**config.mk**
```make
export PLATFORM = sky130hd
export DESIGN_NAME = ps2_key_event_decoder_flat
export DESIGN_NICKNAME = d
export VERILOG_FILES = /design/src/rtl/ps2_key_event_decoder_if.sv /design/src/rtl/ps2_key_event_decoder.sv /design/src/flat_wrapper.sv
export SDC_FILE = /design/constraint.sdc
export NUM_CORES = 1
export LEC_CHECK = 0
export BUFFER_PORTS_ARGS = -buffer_cell sky130_fd_sc_hd__buf_4
export CAP_MARGIN = 20
export CORE_MARGIN = 3
export CORE_UTILIZATION = 45
export CTS_CLUSTER_DIAMETER = 50
export DETAILED_ROUTE_END_ITERATION = 8
export GPL_TIMING_DRIVEN = 0
export PLACE_DENSITY_LB_ADDON = 0.12
export SLEW_MARGIN = 20
export SYNTH_ARGS = -nofsm -noshare
export SYNTH_HDL_FRONTEND = slang
export SYNTH_SLANG_ARGS = --single-unit
```
**constraint.sdc**
```tcl
create_clock -name clk -period 8.9 [get_ports clk]
set_input_delay 0.445 -clock clk [delete_from_list [all_inputs] [get_ports clk]]
set_output_delay 0.445 -clock clk [all_outputs]
set_load 0.1 [all_outputs]
```
**src/rtl/ps2_key_event_decoder_if.sv**
```systemverilog
// ps2_key_event_decoder_if: keyboard byte intake and event FIFO handshake
interface ps2_key_event_decoder_if;
  logic [7:0] kb_data;
  logic kb_ready;
  logic kb_overflow;
  logic kb_nextdata_n;
  logic ev_valid;
  logic ev_ready;
  logic [23:0] ev_data;
  modport master (output kb_data, kb_ready, kb_overflow, ev_ready, input kb_nextdata_n, ev_valid, ev_data);
  modport slave (input kb_data, kb_ready, kb_overflow, ev_ready, output kb_nextdata_n, ev_valid, ev_data);
endinterface

```
**src/rtl/ps2_key_event_decoder.sv**
```systemverilog
// ps2_key_event_decoder: PS/2 scan bytes to press/release events with ASCII, repeat filter and event FIFO
module ps2_key_event_decoder #(
  parameter int unsigned FIFO_DEPTH = 8,
  parameter int unsigned CNT_W = 8,
  parameter int unsigned DROP_W = 4,
  parameter bit REPEAT_EN = 1'b0
) (
  input  logic clk,
  input  logic rst,
  ps2_key_event_decoder_if.slave bus,
  output logic key_held_o,
  output logic [8:0] held_code_o,
  output logic [CNT_W-1:0] press_count_o,
  output logic [DROP_W-1:0] drop_count_o,
  output logic err_overflow_o
);
  localparam int unsigned AW = $clog2(FIFO_DEPTH);
  typedef enum logic [1:0] {IDLE, EXT, BRK, EXTBRK} state_t;
  state_t state_q, state_d;
  logic nd_q, take, proc, ovf_q;
  logic [7:0] byte_q;
  logic shift_q, shift_d, caps_q, caps_d, held_q, held_d, err_q, err_d;
  logic [8:0] hc_q, hc_d;
  logic [CNT_W-1:0] pc_q, pc_d;
  logic [DROP_W-1:0] dc_q, dc_d;
  logic emit, ext, brk, rpt, is_shift, is_caps, is_mod, push, pop, full, wr;
  logic [23:0] ev;
  logic [23:0] mem_q [FIFO_DEPTH];
  logic [AW-1:0] wp_q, rp_q;
  logic [AW:0] cnt_q;

  function automatic logic [7:0] to_ascii(input logic [7:0] c, input logic up);
    logic [4:0] l;
    logic hit;
    logic [7:0] a;
    l = 5'd0;
    hit = 1'b1;
    a = 8'h00;
    case (c)
      8'h1C: l = 5'd0;  8'h32: l = 5'd1;  8'h21: l = 5'd2;  8'h23: l = 5'd3;
      8'h24: l = 5'd4;  8'h2B: l = 5'd5;  8'h34: l = 5'd6;  8'h33: l = 5'd7;
      8'h43: l = 5'd8;  8'h3B: l = 5'd9;  8'h42: l = 5'd10; 8'h4B: l = 5'd11;
      8'h3A: l = 5'd12; 8'h31: l = 5'd13; 8'h44: l = 5'd14; 8'h4D: l = 5'd15;
      8'h15: l = 5'd16; 8'h2D: l = 5'd17; 8'h1B: l = 5'd18; 8'h2C: l = 5'd19;
      8'h3C: l = 5'd20; 8'h2A: l = 5'd21; 8'h1D: l = 5'd22; 8'h22: l = 5'd23;
      8'h35: l = 5'd24; 8'h1A: l = 5'd25;
      default: hit = 1'b0;
    endcase
    case (c)
      8'h45: a = 8'h30; 8'h16: a = 8'h31; 8'h1E: a = 8'h32; 8'h26: a = 8'h33;
      8'h25: a = 8'h34; 8'h2E: a = 8'h35; 8'h36: a = 8'h36; 8'h3D: a = 8'h37;
      8'h3E: a = 8'h38; 8'h46: a = 8'h39; 8'h29: a = 8'h20; 8'h5A: a = 8'h0D;
      default: a = 8'h00;
    endcase
    return hit ? (up ? 8'h41 : 8'h61) + {3'b000, l} : a;
  endfunction

  // the strobe cycle is also the decode cycle for the byte just latched
  assign take = bus.kb_ready & nd_q;
  assign proc = ~nd_q;
  assign bus.kb_nextdata_n = nd_q;

  always_ff @(posedge clk) begin
    if (take) begin
      byte_q <= bus.kb_data;
      ovf_q <= bus.kb_overflow;
    end
  end

  always_ff @(posedge clk) begin
    if (rst) begin
      nd_q <= 1'b1;
      state_q <= IDLE;
      shift_q <= 1'b0;
      caps_q <= 1'b0;
      held_q <= 1'b0;
      hc_q <= '0;
      pc_q <= '0;
      dc_q <= '0;
      err_q <= 1'b0;
    end else begin
      nd_q <= ~take;
      state_q <= state_d;
      shift_q <= shift_d;
      caps_q <= caps_d;
      held_q <= held_d;
      hc_q <= hc_d;
      pc_q <= pc_d;
      dc_q <= dc_d;
      err_q <= err_d;
    end
  end

  always_comb begin
    state_d = state_q;
    emit = 1'b0;
    ext = 1'b0;
    brk = 1'b0;
    if (proc) begin
      if (ovf_q) state_d = IDLE;
      else case (state_q)
        IDLE: begin
          state_d = byte_q == 8'hE0 ? EXT : byte_q == 8'hF0 ? BRK : IDLE;
          emit = !(byte_q inside {8'hE0, 8'hF0, 8'hAA, 8'hFA, 8'hEE, 8'hFE});
        end
        EXT: begin
          state_d = byte_q == 8'hF0 ? EXTBRK : byte_q == 8'hE0 ? EXT : IDLE;
          emit = !(byte_q inside {8'hE0, 8'hF0});
          ext = 1'b1;
        end
        BRK: begin
          state_d = IDLE;
          emit = 1'b1;
          brk = 1'b1;
        end
        default: begin
          state_d = IDLE;
          emit = 1'b1;
          brk = 1'b1;
          ext = 1'b1;
        end
      endcase
    end
  end

  assign is_shift = ~ext & (byte_q == 8'h12 || byte_q == 8'h59);
  assign is_caps = ~ext & (byte_q == 8'h58);
  assign is_mod = is_shift | is_caps;
  assign rpt = ~brk & held_q & (hc_q == {ext, byte_q});
  assign push = emit & (~rpt | REPEAT_EN);
  assign ev = {rpt, brk, ext, caps_q, shift_q, 3'b000, ext ? 8'h00 : to_ascii(byte_q, shift_q ^ caps_q), byte_q};

  always_comb begin
    shift_d = shift_q;
    caps_d = caps_q;
    held_d = held_q;
    hc_d = hc_q;
    pc_d = pc_q;
    err_d = err_q | (proc & ovf_q);
    dc_d = (push & ~wr & ~&dc_q) ? dc_q + DROP_W'(1) : dc_q;
    if (emit) begin
      if (is_shift) shift_d = ~brk;
      if (is_caps & ~brk & ~rpt) caps_d = ~caps_q;
      if (~is_mod & ~brk & ~rpt) begin
        held_d = 1'b1;
        hc_d = {ext, byte_q};
        pc_d = pc_q + CNT_W'(1);
      end
      if (~is_mod & brk & (hc_q == {ext, byte_q})) held_d = 1'b0;
    end
  end

  // a full FIFO still accepts a push when the head leaves in the same cycle
  assign bus.ev_valid = cnt_q != '0;
  assign bus.ev_data = mem_q[rp_q];
  assign pop = bus.ev_valid & bus.ev_ready;
  assign full = cnt_q == (AW+1)'(FIFO_DEPTH);
  assign wr = push & (~full | pop);

  always_ff @(posedge clk) begin
    if (rst) begin
      wp_q <= '0;
      rp_q <= '0;
      cnt_q <= '0;
    end else begin
      if (wr) wp_q <= wp_q + AW'(1);
      if (pop) rp_q <= rp_q + AW'(1);
      cnt_q <= cnt_q + {{AW{1'b0}}, wr} - {{AW{1'b0}}, pop};
    end
  end

  always_ff @(posedge clk) begin
    if (wr) mem_q[wp_q] <= ev;
  end

  assign key_held_o = held_q;
  assign held_code_o = hc_q;
  assign press_count_o = pc_q;
  assign drop_count_o = dc_q;
  assign err_overflow_o = err_q;
endmodule

```
**src/flat_wrapper.sv**
```systemverilog
// flat-port wrapper written by rule: the top's interface ports become plain ports
module ps2_key_event_decoder_flat 
#(
  parameter int unsigned FIFO_DEPTH = 8,
  parameter int unsigned CNT_W = 8,
  parameter int unsigned DROP_W = 4,
  parameter bit REPEAT_EN = 1'b0
)
  (clk, rst, key_held_o, held_code_o, press_count_o, drop_count_o, err_overflow_o, bus_kb_data, bus_kb_ready, bus_kb_overflow, bus_ev_ready, bus_kb_nextdata_n, bus_ev_valid, bus_ev_data);
  ps2_key_event_decoder_if bus_i ();
  input  logic clk;
  input  logic rst;
  output logic key_held_o;
  output logic [8:0] held_code_o;
  output logic [CNT_W-1:0] press_count_o;
  output logic [DROP_W-1:0] drop_count_o;
  output logic err_overflow_o;
  input wire logic [$bits(bus_i.kb_data)-1:0] bus_kb_data;
  input wire logic [$bits(bus_i.kb_ready)-1:0] bus_kb_ready;
  input wire logic [$bits(bus_i.kb_overflow)-1:0] bus_kb_overflow;
  input wire logic [$bits(bus_i.ev_ready)-1:0] bus_ev_ready;
  output wire logic [$bits(bus_i.kb_nextdata_n)-1:0] bus_kb_nextdata_n;
  output wire logic [$bits(bus_i.ev_valid)-1:0] bus_ev_valid;
  output wire logic [$bits(bus_i.ev_data)-1:0] bus_ev_data;
  assign bus_i.kb_data = bus_kb_data;
  assign bus_i.kb_ready = bus_kb_ready;
  assign bus_i.kb_overflow = bus_kb_overflow;
  assign bus_i.ev_ready = bus_ev_ready;
  assign bus_kb_nextdata_n = bus_i.kb_nextdata_n;
  assign bus_ev_valid = bus_i.ev_valid;
  assign bus_ev_data = bus_i.ev_data;
  ps2_key_event_decoder #(.FIFO_DEPTH(FIFO_DEPTH), .CNT_W(CNT_W), .DROP_W(DROP_W), .REPEAT_EN(REPEAT_EN)) u_core (.clk(clk), .rst(rst), .bus(bus_i), .key_held_o(key_held_o), .held_code_o(held_code_o), .press_count_o(press_count_o), .drop_count_o(drop_count_o), .err_overflow_o(err_overflow_o));
endmodule
```
==> results of run 1 <==
logic make-up after synthesis:
| group | synth area share [%] |
|---|---|
| fa+ha+maj | 1.51 |
| flops | 63.9 |
| other cells | 0.0390 |
| buf+inv | 2.62 |
| simple gates | 9.91 |
| compound gates | 6.22 |
| mux | 14.1 |
| xor+xnor | 1.72 |
through the flow:
stage | area, um^2 | hold WS, ns | utilization (%)
2_1_floorplan | 9650 | 0.485 | -
3_3_place_gp | 10400 | 0.463 | 50.5
3_5_place_dp | 10600 | 0.482 | 51.3
4_1_cts | 11400 | 0.0819 | 55.4
5_1_grt | 11400 | 0.0814 | 55.4
6_report | 11400 | 0.0995 | 55.4
synthesized netlist by cell type (8+ instances only):
cell type / number / area [um^2]
a21oi_1: 19 / 95.1
edfxtp_1: 177 / 5320
nor3_1: 15 / 75.1
mux4_2: 42 / 946
xnor2_1: 14 / 123
nor2_1: 32 / 120
clkbuf_1: 23 / 86.3
nor2b_1: 11 / 68.8
o21ai_0: 11 / 55.1
buf_1: 8 / 30.0
nand2b_1: 15 / 93.8
nand3_1: 10 / 50.1
nand2_1: 48 / 180
inv_1: 9 / 33.8
o31ai_1: 9 / 67.6
dfxtp_1: 41 / 821
mux2i_1: 14 / 140
mux2_2: 24 / 270
ha_1: 10 / 125
per-layer routing:
layer  wire length [um]  global-route usage, %  up-vias
met5                  0                      0        -
met4                500                   4.49        0
met3                918                   2.65       36
met2              11100                   32.5      156
met1              10200                   27.6     3010
li1                   -                      -     2767
state kept, by name, summed over array words and instances (netlist names), 2 cells and up, named ones only:
signal and cells:
u_core.cnt_q 4, u_core.state_q 2, u_core.byte_q 8, u_core.press_count_o 8
u_core.mem_q 168, u_core.held_code_o 9, u_core.drop_count_o 4, u_core.rp_q 3
u_core.wp_q 3
area by class of cell:
type | count | area [um^2]
Tap cell | 270 | 338
Sequential cell | 218 | 6140
Timing Repair Buffer | 73 | 549
Fill cell | 1700 | 9190
Clock inverter | 16 | 156
Clock buffer | 32 | 693
Multi-Input combinational cell | 387 | 3310
Inverter | 10 | 38.8
Buffer | 45 | 215
worst paths after layout:
check	from	end	slack [ns]	depth (start not counted)
min	bus_kb_data[0]	u_core.byte_q[0]	0.1	1
max	u_core.byte_q[5]	u_core.mem_q[3][12]	4.59	10
max reg2reg	u_core.byte_q[5]	u_core.mem_q[3][12]	4.59	10
min reg2reg	u_core.press_count_o[7]	u_core.press_count_o[7]	0.48	2
power by group:
part	switching, uW	internal (uW)	total, uW
Combinational	580	279	860
Sequential	21.1	1130	1150
Clock	410	617	1030
Total	1010	2020	3040
worst max-delay path: stages (launching register included):
cell	delay (ns)
edfxtp_1	0.54
clkbuf_2	0.25
clkbuf_1	0.31
nor4b_1	0.91
o21ai_0	0.27
a211o_1	0.32
o211ai_1	0.16
or2_2	0.18
ha_1	0.19
a31oi_1	0.10
a211oi_1	0.75
==> metrics.cfg, run 1 <==
[layout]
layout_commonest_cell=edfxtp_1
syn_to_final_growth_pct=19.0
drive_above_1_share_pct=27.8
mostFrequentLayoutCells=edfxtp_1, buf_4, nand2_1
instances_no_fill=1051
final_nets=785
antenna_cells=0

[worst_setup_path]
crit_type=reg2reg
crit_path_max_fanout=10
critPathRequiredTime_ns=9.10
startpoint_type=flop
endpoint_kind=flop
critPathArrivalTime_ns=4.50

[timing]
layout_min_cycle_time_ns=4.31
setup-violations-final=0
clock.fmax_mhz=232
timing.final.crit_share_pct=48.4
finalSetupTns_ns=0
worst_pin_slew_ns=1.00
rsz0062_at_grt=false
hold_viol_final=0
maxSlewHeadroom_pct=33.2
slew_viol_final=0
setup_slack_ns=4.59
worst_clock_skew_ns=0.0157

[placed_design]
io_buffer_count=58
pre_cts_slack_ns=4.59
gp_congestion=0.878
dp_hpwl_um=15700
placed_cells=1003

[floorplan]
num_rows=52
core_um2=20600
die_x_um=152
ios=62
die-area_um2=23100
start_util_pct=46.6
die_h_um=152

[grt]
antenna_found_initial=0
overflow=0
track_usage_pct=19.5
grt_pass1_wl_um=35800
grt_max_degree=22
grt_pass1_vias=6174

[detailed_routing]
drt-pass1-iter-count=6
antenna_left=0
via_per_inst=5.68
routedWlPerCell_um=21.6
drt_iter0_drc=495
drcViolationCount=0
drt_wl_total_um=22700
dr_total_vias=5969

[yosys]
synth_edf_count=177
syn_inst=650
syn_area_per_cell_um2=14.8
synthFlopType=edfxtp_1
ys_types=70
netlist_area_um2=9610
ys_seq_area_share_pct=63.9
ys_warn_count=0
synth_seq_cells=218
async_flop_share_pct=0

[pwr]
peakVddDrop_v=0.000139
power_uw=3040
power.density_nw_per_um2=266
power.leakage_uw=0.00386

[clock_network]
clk_latency_ns=0.52
post_cts_buffers=0
cts_buffer_depth=3
cts-root-buf=clkbuf_16
postCtsHoldBufs=0
tritoncts=done
htreeDepth=1
path_clk_slew_ns=0.06
cts_buffers=26
cts_num_sinks=218
cts_resized=0

[status]
outcome=completed

[job]
drv_cap=0

[worst_hold_path]
hp-class=in2reg

No activity file was read; power rests on OpenSTA's default activity.
==> run 2: changes to the inputs <==
ABC_AREA = 1   (was unset)
clock period = 4.4 ns   (was 8.9 ns; I/O delays follow)
==> metrics.cfg, run 2 <==
[status]
outcome=completed

[pwr]
intPower_uw=4040
netSwitchingPower_uw=2530
power_frac_seq_pct=35.5
share_clk_of_total_power_pct=31.9
power.leakage_uw=0.00440
share_comb_of_total_power_pct=32.6
power.density_nw_per_um2=569
peakVddDrop_v=0.000338
p_sw_share_pct=38.5

[grt]
overflow=0
track_usage_pct=20.3
grt_max_degree=22
grt_pass1_wl_um=37300
antenna_found_initial=0
grt_pass1_vias=6759

[clock_network]
post_cts_buffers=0
postCtsHoldBufs=9
cts_resized=0
cts_buffers=25
cts_num_sinks=218
tritoncts=done
htreeDepth=1
clk_latency_ns=0.52
cts-root-buf=clkbuf_16
path_clk_slew_ns=0.06
cts_buffer_depth=3

[timing]
finalSetupTns_ns=0
timing.final.crit_share_pct=76.6
worst_pin_slew_ns=1.08
clock.fmax_mhz=297
setup-violations-final=0
maxSlewHeadroom_pct=27.0
layout_min_cycle_time_ns=3.37
timing.hold.ws_ns=0.112
rsz0062_at_grt=false
worst_clock_skew_ns=0.0125
slew_viol_final=0
setup_slack_ns=1.03
hold_viol_final=0

[worst_setup_path]
crit_type=reg2reg
endpoint_kind=flop
crit_start=u_core.byte_q[2]
critPathRequiredTime_ns=4.54
critPathArrivalTime_ns=3.51
r2r_start=u_core.byte_q[2]
crit_path_max_fanout=21
startpoint_type=flop

[detailed_routing]
drcViolationCount=0
routedWlPerCell_um=17.9
antenna_left=0
drt-pass1-iter-count=5
drt_wl_total_um=24400
dr_total_vias=7159
drt_iter0_drc=565
via_per_inst=5.24

[layout]
antenna_cells=0
layout_commonest_cell=nor2_1
syn_to_final_growth_pct=19.8
regMostFlops=u_core.mem_q
largest_reg_flops=168
final_nets=1100
mostFrequentLayoutCells=nor2_1, edfxtp_1, nand2_1
drive_above_1_share_pct=14.0
num-fill-cells=1833

[yosys]
async_flop_share_pct=0
netlist_area_um2=9650
ys_warn_count=0
synth_seq_cells=218
synth.most_common_cell=nor2_1
ys_types=35
synth_commonest_cells=nor2_1, edfxtp_1, nand2_1
syn_area_per_cell_um2=9.96
synth_edf_count=177
ys_seq_area_share_pct=63.6
yosysTopAreaCell=edfxtp_1
synthFlopType=edfxtp_1
synth_area_leaders=edfxtp_1, nor2_1, dfxtp_1
syn_inst=968
netlist.area_leader.share_pct=55.1

[floorplan]
num_rows=52
die_x_um=152
start_util_pct=46.8
die-area_um2=23200
core_um2=20600
ios=62
die_h_um=152

[job]
drv_cap=0

[worst_hold_path]
hp-class=in2reg
holdCritStartpoint=rst

[placed_design]
pre_cts_slack_ns=1.00
io_buffer_count=57
gp_congestion=0.868
dp_hpwl_um=16200

[run 2: cell count changes after synthesis, moves of 24 or more]
cell     change
o21ai_0     +97
nor2_1     +202
nand2_1     +90
mux4_2      -42
mux2_2      -24
inv_1       +38
[run 2: critical path, stage by stage, from the launching register on]
cell and delay [ns]:
edfxtp_1 0.75, inv_1 0.12, nand2_1 0.19, nor2_2 0.11, nand2_1 0.08, nand2_1 0.09, a21oi_4 0.32, nand4_1 0.51
nor2_4 0.81
[run 2: worst paths after layout]
check / endpoint / slack [ns] / cells after the start
worst max-delay path: u_core.mem_q[7][17] / 1.03 / 8
worst min register to register: u_core.rp_q[2] / 0.47 / 2
worst max register to register: u_core.mem_q[7][17] / 1.03 / 8
worst min-delay path: u_core.press_count_o[3] / 0.11 / 2
[run 2: power groups by stage]
stage / Sequential, uW / Combinational [uW] / Clock [uW]
6_report: 2330 / 2140 / 2100
4_1_cts: 2330 / 2150 / 2130
2_1_floorplan: 2410 / 1560 / 0
3_3_place_gp: 2380 / 2110 / 0
3_5_place_dp: 2370 / 2140 / 0
5_1_grt: 2340 / 2290 / 2210
[run 2: layout make-up]
| class | instances | area [um^2] | area share, % |
|---|---|---|---|
| Clock buffer | 29 | 641 | 5.54 |
| Multi-Input combinational cell | 658 | 3180 | 27.6 |
| Sequential cell | 218 | 6140 | 53.1 |
| Inverter | 57 | 219 | 1.89 |
| Tap cell | 270 | 338 | 2.92 |
| Clock inverter | 17 | 203 | 1.75 |
| Buffer | 45 | 204 | 1.77 |
| Timing Repair Buffer | 71 | 631 | 5.46 |
[run 2: cell families (layout without fill, tap and decap cells)]
logic type / count (synthesis) / in the layout / share of synthesized area, %
flip-flops: 218 / 218 / 63.6
XOR/XNOR: 15 / 15 / 1.36
buffers and inverters: 102 / 219 / 4.38
AND/OR/NAND/NOR: 439 / 439 / 18.9
AO/OA/AOI/OAI: 182 / 182 / 10.2
other: 1 / 11 / 0.0389
adder cells (fa/ha/maj): 11 / 11 / 1.50
[run 2: metrics by stage]
step	util, %	cells	instance area [um^2]	power (uW)
2_1_floorplan	-	978	9680	3970
3_3_place_gp	50.7	1305	10400	4480
3_5_place_dp	51.5	1310	10600	4520
4_1_cts	56.0	1365	11600	6620
5_1_grt	56.0	1365	11600	6840
6_report	56.0	1365	11600	6570
[run 2: per-layer routing]
metal,share of wire [%],routed length [um],GRT usage [%]
met1,45,11100,29.0
met4,2.1,502,4.88
met5,0,0,0
met2,46,11300,33.1
met3,6.4,1560,2.75
==> run 3: changes to the inputs <==
ABC_AREA = 0   (was 1)
clock period = 3.5 ns   (was 4.4 ns; I/O delays follow)
==> metrics.cfg, run 3 (synthesized netlist as in run 1, its figures left out) <==
[grt]
track_usage_pct=19.4
overflow=0
antenna_found_initial=0
grt_max_degree=16
grt_pass1_vias=6088
grt_pass1_wl_um=35500

[clock_network]
cts-root-buf=clkbuf_16
cts_buffer_depth=3
tritoncts=done
path_clk_slew_ns=0.05
htreeDepth=1
clk_latency_ns=0.53
cts_num_sinks=218
cts_buffers=25

[worst_setup_path]
cp_num_cells=12
endpoint_kind=flop
reg2reg_depth=12
critPathSlowestCell=edfxtp_1
cp.buffers_inverters=5
worst_path_largest_cell_delay_ns=0.45
startpoint_type=flop
critical-path-top-delay-family=simple AND/OR/NAND/NOR gates
critPathRequiredTime_ns=3.73
regToRegSetupSlack_ns=0.22
crit_path_frequent_cell=buf_4
critPathArrivalTime_ns=3.51
worstPathCellList=nor2_1, nand2_2, inv_4, xor2_2, nor4_4, buf_4, nor3_1, nand2_2, nor3_2, buf_4, buf_6, buf_4
crit_path_max_fanout=14
crit_type=reg2reg

[pwr]
p_sw_share_pct=32.8
share_clk_of_total_power_pct=34.2
intPower_uw=5250
share_comb_of_total_power_pct=28.4
peakVddDrop_v=0.000479
netSwitchingPower_uw=2570
power.leakage_uw=0.00401
power_frac_seq_pct=37.3
power.density_nw_per_um2=660

[detailed_routing]
drt_iter0_drc=483
antenna_left=0
drt_wl_total_um=22800
drcViolationCount=0
routedWlPerCell_um=21.3
via_per_inst=5.69
dr_total_vias=6097
drt-pass1-iter-count=5

[timing]
setup_slack_ns=0.216
worst_pin_slew_ns=0.964
slew_viol_final=0
clock.fmax_mhz=305
hold_viol_final=0
setup-violations-final=0
layout_min_cycle_time_ns=3.28
finalSetupTns_ns=0
timing.final.crit_share_pct=93.8
worst_clock_skew_ns=0.0130
maxSlewHeadroom_pct=35.7

[layout]
antenna_cells=0
regMostFlops=u_core.mem_q
num-fill-cells=1615
mostFrequentLayoutCells=edfxtp_1, buf_4, nand2_1
drive_above_1_share_pct=30.0
syn_to_final_growth_pct=23.2
largest_reg_flops=168
final_nets=807
layout_commonest_cell=edfxtp_1

[floorplan]
die-area_um2=23100
ios=62
start_util_pct=46.6
num_rows=52
die_h_um=152
core_um2=20600
die_x_um=152

[placed_design]
io_buffer_count=58
gp_congestion=0.904
dp_hpwl_um=15600
pre_cts_slack_ns=-0.665

[job]
drv_cap=0

[status]
outcome=completed

[worst_hold_path]
min_path_cells=3
hp-class=in2reg

==> run 3: cell type report <==
class                      instances  area [um^2]  area share (%)
tap                              270          338            2.85
buffer                            45          229            1.93
inverter                          10         40.0           0.338
timing repair buffer              96          828            7.00
sequential                       218         6140            51.8
clock inverter                    11          155            1.31
clock buffer                      34          704            5.95
multi-input combinational        387         3410            28.8
==> run 3: worst min-delay path, delay by kind of cell <==
kind / cells / cell delay (ns)
AND/OR/NAND/NOR: 2 / 0.39
buffers and inverters: 1 / 0.10
==> run 3: worst paths after layout <==
path,start,endpoint
hold reg to reg,u_core.press_count_o[7],u_core.press_count_o[7]
hold / removal,bus_kb_ready,u_core.bus.kb_nextdata_n
setup / recovery,u_core.ovf_q,u_core.mem_q[2][18]
setup reg to reg,u_core.ovf_q,u_core.mem_q[2][18]
==> run 3: metal layers <==
metal | GRT usage, % | routed length [um]
met1 | 27.5 | 10100
met2 | 31.9 | 11100
met3 | 2.79 | 1180
met4 | 4.75 | 471
met5 | 0 | 0
==> run 3: stage by stage <==
| stage | total power, uW | hold slack [ns] | cell area, um^2 | std cells | utilization [%] |
|---|---|---|---|---|---|
| floorplan | 4720 | 0.274 | 9660 | 660 | - |
| global placement | 5130 | 0.354 | 10400 | 988 | 50.6 |
| detailed placement | 5170 | 0.354 | 10700 | 1004 | 51.8 |
| CTS | 7870 | 0.169 | 11700 | 1060 | 56.7 |
| global route | 8110 | 0.196 | 11800 | 1071 | 57.4 |
| finish | 7820 | 0.182 | 11800 | 1071 | 57.4 |
==> run 3: what timing repair did <==
action,4_1_cts,5_1_grt
buffers inserted,1,11
hold buffers,10,0
resized for setup,7,17
pin swaps,1,3
setup endpoints to repair,51,95
endpoints found under the hold margin,10,0
==> run 3: power by group through the flow <==
stage	logic [uW]	registers (uW)	clock network, uW
after floorplan	1720	3000	0
after global placement	2160	2970	0
after detailed placement	2190	2980	0
after CTS	2210	2930	2730
after global routing	2340	2920	2840
final	2220	2920	2680
